## src/rtl/serial_frame_tx.sv

```systemverilog
// Parallel-to-serial frame transmitter: start bit, LSB-first data, optional even parity, stop bit.
// Every bit is held for BIT_CYCLES clocks; q idles high.
module serial_frame_tx #(
    parameter int unsigned WIDTH      = 8,
    parameter int unsigned BIT_CYCLES = 4,
    parameter int unsigned PARITY_EN  = 1
) (
    input  logic             clk,
    input  logic             reset,
    input  logic [WIDTH-1:0] data_in,
    input  logic             load_valid,
    output logic             load_ready,
    output logic             q,
    output logic             busy,
    output logic             done
);

    localparam int unsigned CW = (BIT_CYCLES > 1) ? $clog2(BIT_CYCLES) : 1;
    localparam int unsigned BW = (WIDTH > 1) ? $clog2(WIDTH) : 1;
    localparam logic [CW-1:0] CYC_LAST = CW'(BIT_CYCLES - 1);
    localparam logic [BW-1:0] BIT_LAST = BW'(WIDTH - 1);

    typedef enum logic [2:0] {
        IDLE,
        START,
        DATA,
        PARITY,
        STOP
    } state_t;

    state_t           state, state_d;
    logic [CW-1:0]    cyc, cyc_d;
    logic [BW-1:0]    bitc, bit_d;
    logic [WIDTH-1:0] shift, shift_d;
    logic             par, par_d;
    logic             q_d, busy_d, done_d;
    logic             ready_en;
    logic             last_cyc;
    logic             handshake;

    // ready_en keeps load_ready low until the first edge after reset release
    assign last_cyc   = (cyc == CYC_LAST);
    assign load_ready = ready_en && ((state == IDLE) || ((state == STOP) && last_cyc));
    assign handshake  = load_valid && load_ready;

    always_ff @(posedge clk or negedge reset) begin
        if (!reset) begin
            state    <= IDLE;
            cyc      <= '0;
            bitc     <= '0;
            shift    <= '0;
            par      <= 1'b0;
            q        <= 1'b1;
            busy     <= 1'b0;
            done     <= 1'b0;
            ready_en <= 1'b0;
        end else begin
            state    <= state_d;
            cyc      <= cyc_d;
            bitc     <= bit_d;
            shift    <= shift_d;
            par      <= par_d;
            q        <= q_d;
            busy     <= busy_d;
            done     <= done_d;
            ready_en <= 1'b1;
        end
    end

    // Next state and counters; outputs are decoded from the next state so they register in step
    always_comb begin
        state_d = state;
        cyc_d   = cyc;
        bit_d   = bitc;
        shift_d = shift;
        par_d   = par;
        q_d     = 1'b1;
        busy_d  = 1'b0;
        done_d  = 1'b0;

        case (state)
            IDLE: begin
                if (handshake) begin
                    state_d = START;
                    cyc_d   = '0;
                    bit_d   = '0;
                    shift_d = data_in;
                    par_d   = ^data_in;
                end
            end
            START: begin
                if (last_cyc) begin
                    state_d = DATA;
                    cyc_d   = '0;
                end else begin
                    cyc_d = cyc + CW'(1);
                end
            end
            DATA: begin
                if (last_cyc) begin
                    cyc_d   = '0;
                    shift_d = shift >> 1;
                    if (bitc == BIT_LAST) begin
                        bit_d   = '0;
                        state_d = (PARITY_EN != 0) ? PARITY : STOP;
                    end else begin
                        bit_d = bitc + BW'(1);
                    end
                end else begin
                    cyc_d = cyc + CW'(1);
                end
            end
            PARITY: begin
                if (last_cyc) begin
                    state_d = STOP;
                    cyc_d   = '0;
                end else begin
                    cyc_d = cyc + CW'(1);
                end
            end
            STOP: begin
                if (last_cyc) begin
                    cyc_d = '0;
                    if (handshake) begin
                        state_d = START;
                        bit_d   = '0;
                        shift_d = data_in;
                        par_d   = ^data_in;
                    end else begin
                        state_d = IDLE;
                    end
                end else begin
                    cyc_d = cyc + CW'(1);
                end
            end
            default: state_d = IDLE;
        endcase

        case (state_d)
            START:   q_d = 1'b0;
            DATA:    q_d = shift_d[0];
            PARITY:  q_d = par_d;
            default: q_d = 1'b1;
        endcase
        busy_d = (state_d != IDLE);
        done_d = (state_d == STOP) && (cyc_d == CYC_LAST);
    end

endmodule

```

## config.mk

```make
export PLATFORM = sky130hd
export DESIGN_NAME = serial_frame_tx
export DESIGN_NICKNAME = d
export VERILOG_FILES = /design/src/rtl/serial_frame_tx.sv
export SDC_FILE = /design/constraint.sdc
export NUM_CORES = 1
export LEC_CHECK = 0
export CAP_MARGIN = 20
export CORE_ASPECT_RATIO = 1.25
export CORE_MARGIN = 2
export CORE_UTILIZATION = 35
export DETAILED_ROUTE_END_ITERATION = 12
export PLACE_DENSITY = 0.63
export SYNTH_ARGS = -nofsm -noshare
export SYNTH_HDL_FRONTEND = slang
export SYNTH_SLANG_ARGS = --single-unit
```

## constraint.sdc

```tcl
create_clock -name clk -period 2.5 [get_ports clk]
set_clock_uncertainty 0.05 [all_clocks]
set_input_delay 0.375 -clock clk [delete_from_list [all_inputs] [get_ports clk]]
set_output_delay 0.375 -clock clk [all_outputs]
set_load 0.02 [all_outputs]
```

### Word level (Yosys, flattened, before mapping)

Cells that the tools add are included.

| word-level totals | value |
|---|---|
| bits in registers | 21 |
| logic and storage cells | 60 |
| output and inout bits | 4 |
| bits of input ports | 11 |

| cells by class | value |
|---|---|
| reduce and logical (&&, ||, !) cells | 11 |
| equality and inequality tests | 13 |
| multiplexer cells | 24 |
| add/sub/neg operators | 2 |

Operators by type and width:

| cell | count |
|---|---|
| $mux W3 | 10 |
| $mux W8 | 3 |
| $pmux W8 S3 | 1 |
| $pmux W3 S5 | 1 |
| $eq A3 B2 Y1 const B | 4 |
| $eq A3 B3 Y1 const B | 3 |
| $pmux W3 S3 | 1 |
| $reduce_xor A8 Y1 | 1 |
| $eq A3 B1 Y1 const B | 2 |
| $reduce_bool A3 Y1 | 2 |
| $eq A2 B2 Y1 const B | 2 |
| $logic_and A1 B1 Y1 | 4 |
| $mux W2 | 2 |
| $ne A2 B2 Y1 const B | 2 |
| $pmux W2 S2 | 1 |
| $reduce_or A4 Y1 | 1 |
| $add A3 B1 Y3 const B | 1 |
| $logic_not A3 Y1 | 1 |
| $mux W1 | 3 |
| $pmux W1 S3 | 1 |
| $reduce_and A3 Y1 | 1 |
| $add A2 B1 Y2 const B | 1 |
| $pmux W1 S2 | 1 |
| $logic_or A1 B1 Y1 | 1 |

### Depth between registers and ports, before layout

| depth | value |
|---|---|
| depth after elaboration | 10 |
| mapped depth | 7 |
| depth with buffers taken out | 6 |

### Least setup slack after synthesis

OpenSTA, ideal clock, no wires.

| timing | value |
|---|---|
| kind | register to register |
| from | reg cyc[0] |
| to | reg busy |
| data required time | 2318 ps |
| cell stages (with the launch flop) | 7 |
| path buffers | 1 |
| data arrival time | 1438 ps |
| path slack | 880 ps |
| library setup time | 132 ps |
| period minus slack after synthesis | 1620 ps |
| path through | dfrtp_1 -> ha_1 -> buf_2 -> nand2b_1 -> nor2_1 -> a21oi_1 -> or3b_1 |

| on the way | value |
|---|---|
| longest elaborated chain between the ends | 9 |
| elaborated cells on any way between the ends | 13 |
| classes of those cells | eq/ne (1); mux (7); reduce/logical (5) |

Ends and longest elaborated chain:

| what | line | source |
|---|---|---|
| start: declaration | 32 | `logic [CW-1:0] cyc, cyc_d;` |
| start signal: assignment | 59 | `cyc <= cyc_d;` |
| $eq A2 B2 Y1 (*) | 42 | `assign last_cyc = (cyc == CYC_LAST);` |
| $logic_and A1 B1 Y1 | 43 | `assign load_ready = ready_en && ((state == IDLE) \|\| ((state == STOP) && last_cyc));` |
| $logic_or A1 B1 Y1 | 43 |  |
| $logic_and A1 B1 Y1 | 43 |  |
| $logic_and A1 B1 Y1 | 44 | `assign handshake = load_valid && load_ready;` |
| $mux W1 | 124 | `if (handshake) begin` |
| $mux W3 | 122 | `if (last_cyc) begin` |
| $pmux W3 S5 (*) | 81 | `case (state)` |
| $reduce_bool A3 Y1 (*) | 145 | `busy_d = (state_d != IDLE);` |
| named net busy_d | 36 | `logic q_d, busy_d, done_d;` |
| end signal: assignment | 64 | `busy <= busy_d;` |
| end: declaration | 14 | `output logic busy,` |

Mark *: on every way through the listed nets, which the timed path passes. The rest lies on a longest branch.
A chain may end at the register's enable or synchronous reset.

### Worst setup path in the final report

| timing | value |
|---|---|
| from | reg cyc[0] |
| to | out load_ready |

| on the way | value |
|---|---|
| longest elaborated chain between the ends | 4 |

Ends and longest elaborated chain:

| what | line | source |
|---|---|---|
| $eq A2 B2 Y1 | 42 |  |
| $logic_and A1 B1 Y1 | 43 |  |
| $logic_or A1 B1 Y1 | 43 |  |
| $logic_and A1 B1 Y1 | 43 |  |
| end: declaration | 12 | `output logic load_ready,` |

Every way passes these cells.

==> out/results.txt <==
Avg WL per Cell -> 13.8 um
Setup slack after layout -> 0.259 ns
Final total power -> 0.00165 W
Worst path arrival time -> 1.82 ns
Root Driver -> clkbuf_8
Minimum clock period -> 2.24 ns
CTS resizes -> 0
CTS clk-pin slew, worst paths -> 0.08 ns
Capturing point of the worst reg2reg path -> shift[6]
Initial Util -> 36.0%
Slew Limit Fails -> 0
Drc violations -> 0
Most frequent cells in the layout -> 20 x dfrtp_1, 14 x clkdlybuf4s50_1, 10 x inv_1
Die Y -> 70.6 um
Startpoint Class -> flop
Mapped Cells -> 124
CTS tree -> done
Outcome -> finished clean
Vias in the first global route -> 943
Synthesis-stage register bit count -> 21
Synthesized area per cell -> 10.0 sq um
Core Area -> 0.00345 sq mm
# diodes -> 0
Via Count -> 976
Critical Setup Path Class -> reg2out
Core Rows -> 24
Seq/Total Area, Yosys -> 42.4%
RePlAce Congestion -> 0.848
Clk_lat worst skew -> 0.26 ns
Via/cell ratio -> 5.45
Final Hold Fails -> 0
DRT antenna net count -> 0
Number of buffers added on ports -> 14
P_leak -> 0.610 nW
Global-route wire length before repair -> 4.37 mm
Crit. End Element -> output port
Crit-path slowest cell -> clkdlybuf4s50_1
DRT iter0 DRCs -> 10
Total GRT Usage -> 13.4%
Slowest stage delay, CP -> 0.53 ns
Setup repair bufs after CTS -> 0
Worst-path cell chain -> ha_1 -> nand2b_1 -> and3_1 -> clkdlybuf4s50_1
Worst vdd ir -> 454 uV
Final Non-Filler Cells -> 179
Nets -> 155
Worst-case clock buffer depth -> 2
Critical Path Fanout Max -> 4
Area delta synth->final -> 17.5%
Period Utilization, post-route -> 89.6%
Max H-tree Level -> 1
Final instance area -> 0.00146 sq mm
Worst r2r src -> state[0]
Final setup TNS -> 0 ns
Largest net degree at the start of global routing -> 22
Dpl cell area -> 0.00141 sq mm
Post-synth EDFFs -> 0
1st-pass router iterations -> 4
Syn_nets -> 138
Endpoints failing setup -> 0
Ports -> 15
Inserted Clock Buffers -> 3
Synthesis Warnings -> 0
Fraction of registers with async set/reset -> 100%
Placed Instances -> 175
CTS Hold Bufs -> 0
# clock sinks -> 21
Worst r2r path cells -> 4
Commonest non-fill, non-tap cell in the layout -> dfrtp_1
Mapped Area -> 0.00124 sq mm
Die W -> 57.3 um
RSZ-0062 raised after global routing -> no
Ys flop type -> dfrtp_1
Slew headroom -> 59.2%
Grt ovf -> 0
HPWL Detailed -> 1.87 mm
R2R setup slack -> 0.63 ns
Worst-Margin Slew -> 0.609 ns
Fmax -> 446 MHz
Power Dens Cells -> 1130 mW/mm^2
Pre-CTS setup slack -> 0.390 ns
Max Cap Viol -> 0
Yosys cell types -> 46
Critical Path RT -> 2.08 ns
Share of layout cells above drive strength 1 -> 15.0%
Worst hold path class -> in2async
Die area -> 0.00405 sq mm
Routed WL -> 2.48 mm
Initial antenna violation count -> 0
==> cell families after synthesis <==
group	Yosys count	synth area share, %
muxes	3	2.42
adders and majority gates	3	3.02
other	1	0.302
DFF	21	42.4
buffers and inverters	15	6.24
AOI/OAI and AO/OA	38	22.5
and+or+nand+nor	36	18.2
xor gates and xnor gates	7	4.93
==> layer usage <==
metal | share of wire (%) | track usage (%) | wire [um]
met1 | 44 | 18.5 | 1090
met2 | 53 | 21.8 | 1310
met3 | 2.1 | 1.65 | 51
met4 | 1.2 | 4.65 | 29
met5 | 0 | 0 | 0
==> cell type report <==
class	instances	area (sq um)
timing repair buffer	17	163
inverter	10	37.5
sequential	21	527
clock inverter	1	5.00
tap	39	48.8
clock buffer	3	41.3
multi-input combinational	88	638
fill	344	1990
==> flip-flops by register name, summed over array words and instances (netlist names) <==
| name | cells |
|---|---|
| bitc | 3 |
| busy | 1 |
| cyc | 2 |
| done | 1 |
| par | 1 |
| q | 1 |
| ready_en | 1 |
| shift | 8 |
| state | 3 |
==> worst max-delay path by stage <==
stage | cells after the start | to | startpoint | slack, ns
finish | 4 | load_ready | cyc[0] | 0.26
CTS | 4 | load_ready | cyc[0] | 0.23
global placement | 5 | shift[6] | load_valid | 0.44
global route | 4 | load_ready | cyc[0] | 0.15
floorplan | 6 | busy | cyc[0] | 0.88
detailed placement | 5 | shift[1] | load_valid | 0.39
==> power breakdown <==
| part | switching (W) | leakage (nW) | internal [W] |
|---|---|---|---|
| clock | 0.000109 | 0.0255 | 0.000111 |
| combinational | 0.000425 | 0.323 | 0.000387 |
| sequential | 0.000135 | 0.262 | 0.000486 |
==> metrics by stage <==
stage | hold WS, ns | utilization [%]
6_report | 0.401 | 42.3
5_1_grt | 0.443 | 42.3
4_1_cts | 0.413 | 42.3
3_5_place_dp | 0.452 | 40.9
3_3_place_gp | 0.436 | 40.9
2_1_floorplan | 0.0294 | -
==> critical path, delay by kind of cell (launching register included) <==
| family | cells | cell delay (ns) |
|---|---|---|
| adder cells (fa/ha/maj) | 1 | 0.21 |
| flip-flops | 1 | 0.40 |
| buffers and inverters | 1 | 0.53 |
| AND/OR/NAND/NOR | 2 | 0.42 |
==> cell usage after synthesis, types with 2 or more instances <==
| master | count | area (sq um) |
|---|---|---|
| a21oi_1 | 6 | 30.0 |
| nor3_1 | 2 | 10.0 |
| or2_2 | 2 | 12.5 |
| nand2b_1 | 3 | 18.8 |
| mux2i_1 | 3 | 30.0 |
| or3_1 | 2 | 12.5 |
| nor2_1 | 8 | 30.0 |
| xnor2_1 | 7 | 61.3 |
| o31a_1 | 2 | 17.5 |
| ha_1 | 3 | 37.5 |
| o211ai_1 | 2 | 15.0 |
| buf_2 | 2 | 10.0 |
| nor2b_1 | 2 | 12.5 |
| a22oi_1 | 6 | 45.0 |
| o21ai_1 | 2 | 10.0 |
| o21ai_0 | 7 | 35.0 |
| nand2_1 | 7 | 26.3 |
| buf_6 | 2 | 22.5 |
| dfrtp_1 | 20 | 500 |
| inv_1 | 10 | 37.5 |
Power figures use the tool's default switching activity.
